[config.mk]
export PLATFORM = sky130hd
export DESIGN_NAME = cb_doutb_map
export DESIGN_NICKNAME = d
export VERILOG_FILES = /design/src/rtl/cb_doutb_map.sv
export SDC_FILE = /design/constraint.sdc
export NUM_CORES = 1
export LEC_CHECK = 0
export CAP_MARGIN = 40
export CORE_AREA = 2 2 97 99
export DETAILED_ROUTE_END_ITERATION = 10
export DIE_AREA = 0 0 99 101
export PLACE_DENSITY = 0.7
export SYNTH_ARGS = -nofsm -noshare
export SYNTH_HDL_FRONTEND = slang
export SYNTH_SLANG_ARGS = --single-unit
[constraint.sdc]
create_clock -name clk -period 4.2 [get_ports clk]
set_clock_uncertainty 0.2 [all_clocks]
set_input_delay 0.63 -clock clk [delete_from_list [all_inputs] [get_ports clk]]
set_output_delay 0.63 -clock clk [all_outputs]
set_load 0.02 [all_outputs]
[src/rtl/cb_doutb_map.sv]
// rtl/cb_doutb_map.sv - CB port-B read lane mapper onto the RSA operand bus
// Delays read control by the BRAM latency, re-lanes doutb, and flags the last beat of each row burst.
module cb_doutb_map #(
  parameter int X       = 4,
  parameter int L       = 4,
  parameter int RSA_DW  = 16,
  parameter int ROW_LEN = 10,
  parameter int RD_LAT  = 1
) (
  input  logic                  clk,
  input  logic                  sys_rst,
  input  logic                  CB_enb,
  input  logic [1:0]            CB_doutb_sel,
  input  logic                  l_k_0,
  input  logic [L*RSA_DW-1:0]   CB_doutb,
  output logic [X*RSA_DW-1:0]   A_CB_doutb,
  output logic                  A_CB_doutb_vld,
  output logic                  A_CB_doutb_last
);

  localparam int MINXL = (X < L) ? X : L;
  localparam int CW    = $clog2(ROW_LEN);

  localparam logic [1:0] SEL_POS = 2'b01;
  localparam logic [1:0] SEL_NEG = 2'b10;
  localparam logic [1:0] SEL_NEW = 2'b11;

  typedef enum logic {S_IDLE, S_STREAM} state_t;

  logic [RD_LAT-1:0]      en_pipe_q;
  logic [RD_LAT-1:0][1:0] sel_pipe_q;
  logic [RD_LAT-1:0]      lk_pipe_q;

  logic [CW-1:0] cnt_q;
  state_t        state_q;

  logic                 en_d;
  logic [1:0]           sel_d;
  logic                 lk_d;
  logic                 beat_vld_d;
  logic                 wrap_d;
  logic [CW-1:0]        cnt_inc_d;
  logic [X*RSA_DW-1:0]  data_d;

  // Last pipeline stage lines up with the data that read produced.
  assign en_d       = en_pipe_q[RD_LAT-1];
  assign sel_d      = sel_pipe_q[RD_LAT-1];
  assign lk_d       = lk_pipe_q[RD_LAT-1];
  assign beat_vld_d = en_d && (sel_d != 2'b00);

  for (genvar i = 0; i < X; i++) begin : g_lane
    logic [RSA_DW-1:0] pos_w;
    logic [RSA_DW-1:0] neg_w;
    logic [RSA_DW-1:0] new_w;
    logic [RSA_DW-1:0] lane_w;

    if (i < MINXL) begin : g_fwd
      assign pos_w = CB_doutb[i*RSA_DW +: RSA_DW];
      assign neg_w = CB_doutb[(L-1-i)*RSA_DW +: RSA_DW];
    end else begin : g_fwd_zero
      assign pos_w = '0;
      assign neg_w = '0;
    end

    // New-landmark mode pulls one lane pair: lower pair when lk is set, upper pair otherwise.
    if (i == 0) begin : g_new0
      assign new_w = lk_d ? CB_doutb[0 +: RSA_DW] : CB_doutb[2*RSA_DW +: RSA_DW];
    end else if (i == 1) begin : g_new1
      assign new_w = lk_d ? CB_doutb[RSA_DW +: RSA_DW] : CB_doutb[3*RSA_DW +: RSA_DW];
    end else begin : g_new_zero
      assign new_w = '0;
    end

    always_comb begin
      lane_w = '0;
      case (sel_d)
        SEL_POS: lane_w = pos_w;
        SEL_NEG: lane_w = neg_w;
        SEL_NEW: lane_w = new_w;
        default: lane_w = '0;
      endcase
    end

    assign data_d[i*RSA_DW +: RSA_DW] = lane_w;
  end

  assign wrap_d    = (state_q == S_STREAM) && (cnt_q == CW'(ROW_LEN - 1));
  assign cnt_inc_d = (state_q == S_IDLE) ? CW'(1) : cnt_q + CW'(1);

  always_ff @(posedge clk or negedge sys_rst) begin
    if (!sys_rst) begin
      en_pipe_q       <= '0;
      sel_pipe_q      <= '0;
      lk_pipe_q       <= '0;
      A_CB_doutb      <= '0;
      A_CB_doutb_vld  <= 1'b0;
      A_CB_doutb_last <= 1'b0;
      cnt_q           <= '0;
      state_q         <= S_IDLE;
    end else begin
      en_pipe_q[0]  <= CB_enb;
      sel_pipe_q[0] <= CB_doutb_sel;
      lk_pipe_q[0]  <= l_k_0;
      for (int k = 1; k < RD_LAT; k++) begin
        en_pipe_q[k]  <= en_pipe_q[k-1];
        sel_pipe_q[k] <= sel_pipe_q[k-1];
        lk_pipe_q[k]  <= lk_pipe_q[k-1];
      end

      if (beat_vld_d) begin
        A_CB_doutb      <= data_d;
        A_CB_doutb_vld  <= 1'b1;
        A_CB_doutb_last <= wrap_d;
        if (wrap_d) begin
          cnt_q   <= '0;
          state_q <= S_IDLE;
        end else begin
          cnt_q   <= cnt_inc_d;
          state_q <= S_STREAM;
        end
      end else begin
        // Any gap restarts the burst.
        A_CB_doutb      <= '0;
        A_CB_doutb_vld  <= 1'b0;
        A_CB_doutb_last <= 1'b0;
        cnt_q           <= '0;
        state_q         <= S_IDLE;
      end
    end
  end

endmodule

# After elaboration in Yosys (flattened, before gate mapping)
# Index checks and enable logic that the tools add are counted.
# W data, S select, Z words.
classes:
  n_eq_ne: 4
  muxes: 14
  addsub: 1
  n_reduce_logical: 3
ops:
  columns: ["operator", "count"]
  rows:
  - ["$pmux W16 S3", 2]
  - ["$mux W64", 1]
  - ["$pmux W16 S2", 2]
  - ["$mux W16", 2]
  - ["$mux W4", 3]
  - ["$add A4 B1 Y4 const B", 1]
  - ["$eq A2 B2 Y1 const B", 2]
  - ["$eq A4 B4 Y1 const B", 1]
  - ["$mux W1", 4]
  - ["$eq A2 B1 Y1 const B", 1]
  - ["$logic_and A1 B1 Y1", 2]
  - ["$reduce_bool A2 Y1", 1]
totals:
  ff_bits: 75
  in_bits: 70
  out_inout_bits: 66

# Longest topological paths before layout
# Gate-level depths: netlist of the first run.
depth:
  word_depth: 4
  depth_mapped: 8
  depth_no_buf: 6

# Least setup slack after synthesis of the first run
# No wires, ideal clock.
synth_path:
  kind: "flip-flop to flip-flop"
  from: "register sel_pipe_q (netlist bit sel_d[1])"
  to: "register A_CB_doutb[25]"
  t_required_ns: 3.868
  slack_ns: 2.603
  setup_time_ns: 0.132
  path_stages_with_launch: 7
  t_arrival_ns: 1.265
  path_cell_list: "dfrtp_1 > inv_1 > ha_1 > buf_2 > clkbuf_1 > a222oi_1 > nor2_1"
synth_via:
  elab_chain_cells: 3
  elab_cells_between_ends: 7
synth_rtl:
  columns: ["item", "line", "rtl"]
  rows:
  - ["start, declared", "31", "logic [RD_LAT-1:0][1:0] sel_pipe_q;"]
  - ["start signal, assigned by index", "106", "sel_pipe_q[k] <= sel_pipe_q[k-1];"]
  - ["$eq A2 B2 Y1, or another cell as far along", "76", "case (sel_d)"]
  - ["$pmux W16 S3 or $logic_and A1 B1 Y1 (tied branches)", "76, 49", null]
  - ["$mux W64 (*)", "110", "if (beat_vld_d) begin"]
  - ["end signal, assigned", "111", "A_CB_doutb <= data_d;"]
  - ["end, declared", "16", "output logic [X*RSA_DW-1:0] A_CB_doutb,"]
# Mark *: on every way between the ends. The rest lies on a longest branch, timed or not.

# Worst setup path in the final report of the first run
layout_path:
  from: "register sel_pipe_q (netlist bit sel_d[0])"
  to: "register A_CB_doutb[36]"
layout_via:
  elab_chain_cells: 3
  elab_cells_between_ends: 6
layout_rtl:
  columns: ["item", "line", "rtl"]
  rows:
  - ["$reduce_bool A2 Y1", "49", "assign beat_vld_d = en_d && (sel_d != 2'b00);"]
  - ["$logic_and A1 B1 Y1", "49", null]
  - ["via beat_vld_d", "40", "logic beat_vld_d;"]
  - ["$mux W64", "110", null]
# The timed path passes the listed nets, and every way through them passes these cells.

==> metrics.txt, run 1 <==
outcome finished clean; Core Box Area 8980 µm²; global-route wire length before repair between 15,000 and 20,000 µm; largest net degree at the start of global routing 42; Mapped Avg Cell Area about 12 µm²; endpoints failing setup 0; Rel. slew slack 0.601; final hold violation count 0; Crit path arrival time roughly 2.3 ns; sequential element share of the synthesized area 0.534; vias in the first global route between 2,000 and 3,000; Util after Layout 0.581; worst min path class primary input to async pin; Crit Path Class flop to flop; max-cap check violation count 0; critical path's slowest cell nand2_1; gr ovfl total 0; slew at the pin closest to its max-slew limit 0.598 ns; Synth Warn # 0; Residual DRC 0; post-CTS resize count 0; area leader, netlist dfrtp_1; post-route ant nets 0; top post-synthesis cells by area dfrtp_1, mux2_4, a222oi_1, nor2_1, a22oi_1; Post-CTS Setup Inserts 0; largest fanout on the critical path 35; Leakage roughly 0.0023 µW; largest stage delay on the critical path between 0.4 and 0.5 ns; post-synth top area share 0.534; vias per cell 5.54; CP Cell Sequence inv_1 > ha_1 > nand2b_1 > buf_4 > inv_1 > nand2_1 > buf_16 > nor2_1; Most used DFF post-synth dfrtp_1; die area around 10000 µm²; router iterations before antenna repair 9; Netlist cell types 24; # rows 35; # diodes 0; Nets around 490; shortest period the worst path allows around 2.3 ns; Max clock buf depth 2; register bit count reported by yosys 75; wire length per cell roughly 18 µm; initial core utilization 0.391; final setup margin about 1.9 ns; Clock H-tree levels 3; total track usage 0.194; Syn Inst Count between 200 and 300; DP HPWL approximately 6700 µm; most frequent cells in the layout clkdlybuf4s50_1, dfrtp_1, nor2_1; Boundary Pins 136; RSZ-0062 raised after global routing no; fin crit share 0.548; antenna violations before repair 0; leading cell type in the layout, fill and taps excluded clkdlybuf4s50_1; worst skew pair latency roughly 0.35 ns; cell mode on critical path inv_1; # hold bufs at CTS 0; maximum operating frequency around 430 MHz; Setup crit end kind flop; routability congestion estimate from global placement 0.818; max-slew violation count 0; cell area after layout approximately 5200 µm²; CP required ~4.2 ns; fraction of registers with async set or reset after synthesis 1.00; largest vdd supply drop between 150 and 200 µV; cts bufs inserted 9; Syn Nets approximately 370; Placed Area between 4000 and 5000 µm²; setup TNS 0 ns; clock slew at reported path FFs approximately 0.080 ns; DRT iter0 DRCs ~230; EDFF count, synth 0; P per Cell Area 344 nW/µm²; CTS tree done; die width roughly 100 µm; drt total wl slightly below 10,000 µm; CTS Root Cell clkbuf_8; area grow syn2layout 48.3%; ratio of cells with drive above 1 in the final layout 0.138; Via Count 2,937; Netlist Area Pre-Place ~3500 µm²; startpoint types flop; DIE HEIGHT around 100 µm; Sink Count 75; dpl ws 1.91 ns; hold slack between 0.02 and 0.025 ns; input/output buffers between 100 and 150
critical path: cells and delay by family, from the launching register on:
kind	cells	cell delay, ns
flops	1	0.40
simple gates	3	0.61
fa+ha+maj	1	0.13
buf+inv	4	0.82
synthesized netlist by cell type (2+ instances only):
library cell and n:
a21oi_1 2, a222oi_1 32, a22oi_1 32, buf_12 3, buf_2 9, clkbuf_1 15, dfrtp_1 75, ha_1 6
inv_1 4, mux2_2 2, mux2_4 30, nand2_1 3, nor2_1 66
report_power, final:
group	internal (µW)	leakage, µW	switching, µW
sequential	752	0.00101	16.5
clock	409	0.000120	263
combinational	187	0.00114	164
state kept, by name, indices dropped and copies added, names as in the netlist:
register / count
en_d: 1
state_q: 1
cnt_q: 4
A_CB_doutb_vld: 1
sel_d: 2
A_CB_doutb_last: 1
lk_d: 1
A_CB_doutb: 64
per-stage QoR:
| stage | std cells | power, µW |
|---|---|---|
| 2_1_floorplan | 290 | 949 |
| 3_3_place_gp | 510 | 1110 |
| 3_5_place_dp | 515 | 1130 |
| 4_1_cts | 530 | 1810 |
| 5_1_grt | 530 | 1870 |
| 6_report | 530 | 1790 |
routing by layer:
| metal | routed length [µm] | track usage | vias up | part of all wire |
|---|---|---|---|---|
| li1 | - | - | 1342 | - |
| met1 | 3870 | 0.251 | 1434 | 0.40 |
| met2 | 4830 | 0.312 | 145 | 0.50 |
| met3 | 798 | 0.0479 | 16 | 0.082 |
| met4 | 202 | 0.0822 | 0 | 0.021 |
| met5 | 0 | 0 | - | 0 |
path summary, 6_finish.rpt:
path / startpoint / endpoint / slack (ns) / cells after the start
min reg2reg: state_q$_DFF_PN0_ / state_q$_DFF_PN0_ / 0.32 / 1
max in group asynchronous: sys_rst / lk_d$_DFF_PN0_ / 3.19 / 2
max: sel_d[0]$_DFF_PN0_ / A_CB_doutb[36]$_DFF_PN0_ / 1.90 / 8
max reg2reg: sel_d[0]$_DFF_PN0_ / A_CB_doutb[36]$_DFF_PN0_ / 1.90 / 8
min in group clk: state_q$_DFF_PN0_ / state_q$_DFF_PN0_ / 0.32 / 1
min: sys_rst / A_CB_doutb[39]$_DFF_PN0_ / 0.02 / 1
cell families after synthesis:
kind of cell / after synthesis / synth area share
AOI/OAI and AO/OA: 68 / 0.166
adders and majority gates: 6 / 0.0214
buffers and inverters: 32 / 0.0534
DFF: 75 / 0.534
muxes: 33 / 0.137
and+or+nand+nor: 76 / 0.0876
cell type report:
cell class	count	area, µm²
fillers	752	3760
flip-flops and latches	75	1880
repair buffers	142	1490
multi-input cells	183	1460
clock buffers	11	141
well taps	111	139
clock inverters	4	98.8
inverters	4	15.0
Note: power is estimated with default switching activity, not from simulation.
==> run 2: changes to the inputs <==
- clock period: 4.2 -> 2.2 ns (I/O delays scaled with it)
==> metrics.txt, run 2 (synthesis results as in run 1) <==
final setup margin 0.347 ns; shortest period the worst path allows approximately 1.9 ns; critical path's slowest cell dfrtp_1; antenna violations before repair 0; area grow syn2layout 47.4%; clock slew at reported path FFs 0.08 ns; max-slew violation count 0; CTS Root Cell clkbuf_8; # rows 35; total track usage 0.199; die width between 90 and 100 µm; vias in the first global route 3,013; ratio of cells with drive above 1 in the final layout 0.145; CP Cell Sequence inv_1 > ha_1 > nand2b_1 > inv_1 > nand2_1 > buf_12 > nor2_1; # hold bufs at CTS 1; CP required 2.26 ns; slew at the pin closest to its max-slew limit about 0.50 ns; P per Cell Area 625 nW/µm²; gr busiest metal met2; post-CTS resize count 0; Clock H-tree levels 3; initial core utilization 0.391; Rel. slew slack 0.665; largest vdd supply drop around 360 µV; RR Endpoint A_CB_doutb[58]$_DFF_PN0_; routability congestion estimate from global placement around 0.8; Crit Path Class flop to flop; Leakage about 0.0023 µW; max reg flops between 60 and 70; fin crit share 0.842; final hold violation count 0; most frequent cells in the layout clkdlybuf4s50_1, dfrtp_1, nor2_1; Cells on Worst Hold Path 1; endpoints failing setup 0; met2 usage 0.315; Boundary Pins 136; cell mode on critical path inv_1; maximum operating frequency between 500 and 600 MHz; global-route wire length before repair about 16,000 µm; Via Count just under 3,000; Sink Count 75; CTS tree done; FILL cells ~770; largest stage delay on the critical path approximately 0.40 ns; Setup crit end kind flop; R2R depth 7; worst min path class primary input to flop; largest net degree at the start of global routing 49; Nets 493; DP HPWL just under 7000 µm; Crit path arrival time ~1.9 ns; R2R Path Start sel_d[1]$_DFF_PN0_; DIE HEIGHT 101 µm; outcome finished clean; worst skew pair latency approximately 0.34 ns; Residual DRC 0; drt total wl slightly below 10,000 µm; setup TNS 0 ns; die area ~10000 µm²; vias per cell 5.55; Core Box Area 8980 µm²; post-route ant nets 0; dpl ws ~0.36 ns; startpoint types flop; Max clock buf depth 2; met1 usage 0.267; Hold Crit Start l_k_0; cts bufs inserted 9; DRT iter0 DRCs 338; RSZ-0062 raised after global routing no; # diodes 0; largest fanout on the critical path 22; wire length per cell between 15 and 20 µm; leading cell type in the layout, fill and taps excluded clkdlybuf4s50_1; gr ovfl total 0; Hold EP lk_d$_DFF_PN0_; R2R setup slack approximately 0.35 ns; Most flops, register A_CB_doutb; max-cap check violation count 0; Post-CTS Setup Inserts 0; met3 Use GR 0.0402; router iterations before antenna repair 5; input/output buffers about 140
## run 2: cell types whose count changed in the layout (fill, tap and decap cells not counted), moves of 2 or more
| cell | previous run | this run |
|---|---|---|
| clkinv_2 | 0 | 2 |
| clkbuf_8 | 10 | 12 |
| buf_16 | 3 | 0 |
| buf_12 | 2 | 5 |
| bufinv_16 | 3 | 1 |
## run 2: through the flow
stage                     power (µW)  hold slack, ns  utilization  std cells  instance area (µm²)
final                           3240           0.222        0.577        533                 5180
after global routing            3380           0.207        0.577        533                 5180
after CTS                       3270           0.211        0.577        533                 5180
after detailed placement        2160           0.138        0.552        516                 4960
after global placement          2150           0.136        0.552        516                 4960
after floorplan                 1810          -0.166            -        290                 3510
## run 2: worst max-delay path by stage
stage,startpoint,depth (start not counted),end
after floorplan,sel_d[1]$_DFF_PN0_,6,A_CB_doutb[25]$_DFF_PN0_
after global placement,sel_d[0]$_DFF_PN0_,5,A_CB_doutb[24]$_DFF_PN0_
after detailed placement,sel_d[1]$_DFF_PN0_,7,A_CB_doutb[58]$_DFF_PN0_
after CTS,sel_d[0]$_DFF_PN0_,7,A_CB_doutb[58]$_DFF_PN0_
after global routing,sel_d[1]$_DFF_PN0_,7,A_CB_doutb[58]$_DFF_PN0_
final,sel_d[1]$_DFF_PN0_,7,A_CB_doutb[58]$_DFF_PN0_
## run 2: layout make-up
| cell class | count | area (µm²) | area share |
|---|---|---|---|
| well taps | 111 | 139 | 0.0268 |
| clock inverters | 4 | 47.5 | 0.00918 |
| repair buffers | 144 | 1480 | 0.286 |
| flip-flops and latches | 75 | 1880 | 0.362 |
| inverters | 4 | 15.0 | 0.00290 |
| clock buffers | 12 | 165 | 0.0319 |
| multi-input cells | 183 | 1460 | 0.281 |
## run 2: layer usage
| metal | vias to the layer above | wire (µm) | part of all wire |
|---|---|---|---|
| met5 | - | 0 | 0 |
| li1 | 1343 | - | - |
| met1 | 1419 | 4080 | 0.41 |
| met3 | 27 | 699 | 0.071 |
| met4 | 0 | 298 | 0.030 |
| met2 | 169 | 4760 | 0.48 |
## run 2: critical path: cells and delay by family (launching register included)
kind	cells	cell delay (ns)
flops	1	0.40
simple gates	3	0.56
buf+inv	3	0.46
fa+ha+maj	1	0.17
## run 2: report_power, final
part           switching [µW]  leakage (µW)  internal (µW)
Sequential               26.0       0.00101           1440
Combinational             320       0.00113            355
Clock                     490      0.000108            613
Total                     835       0.00225           2400
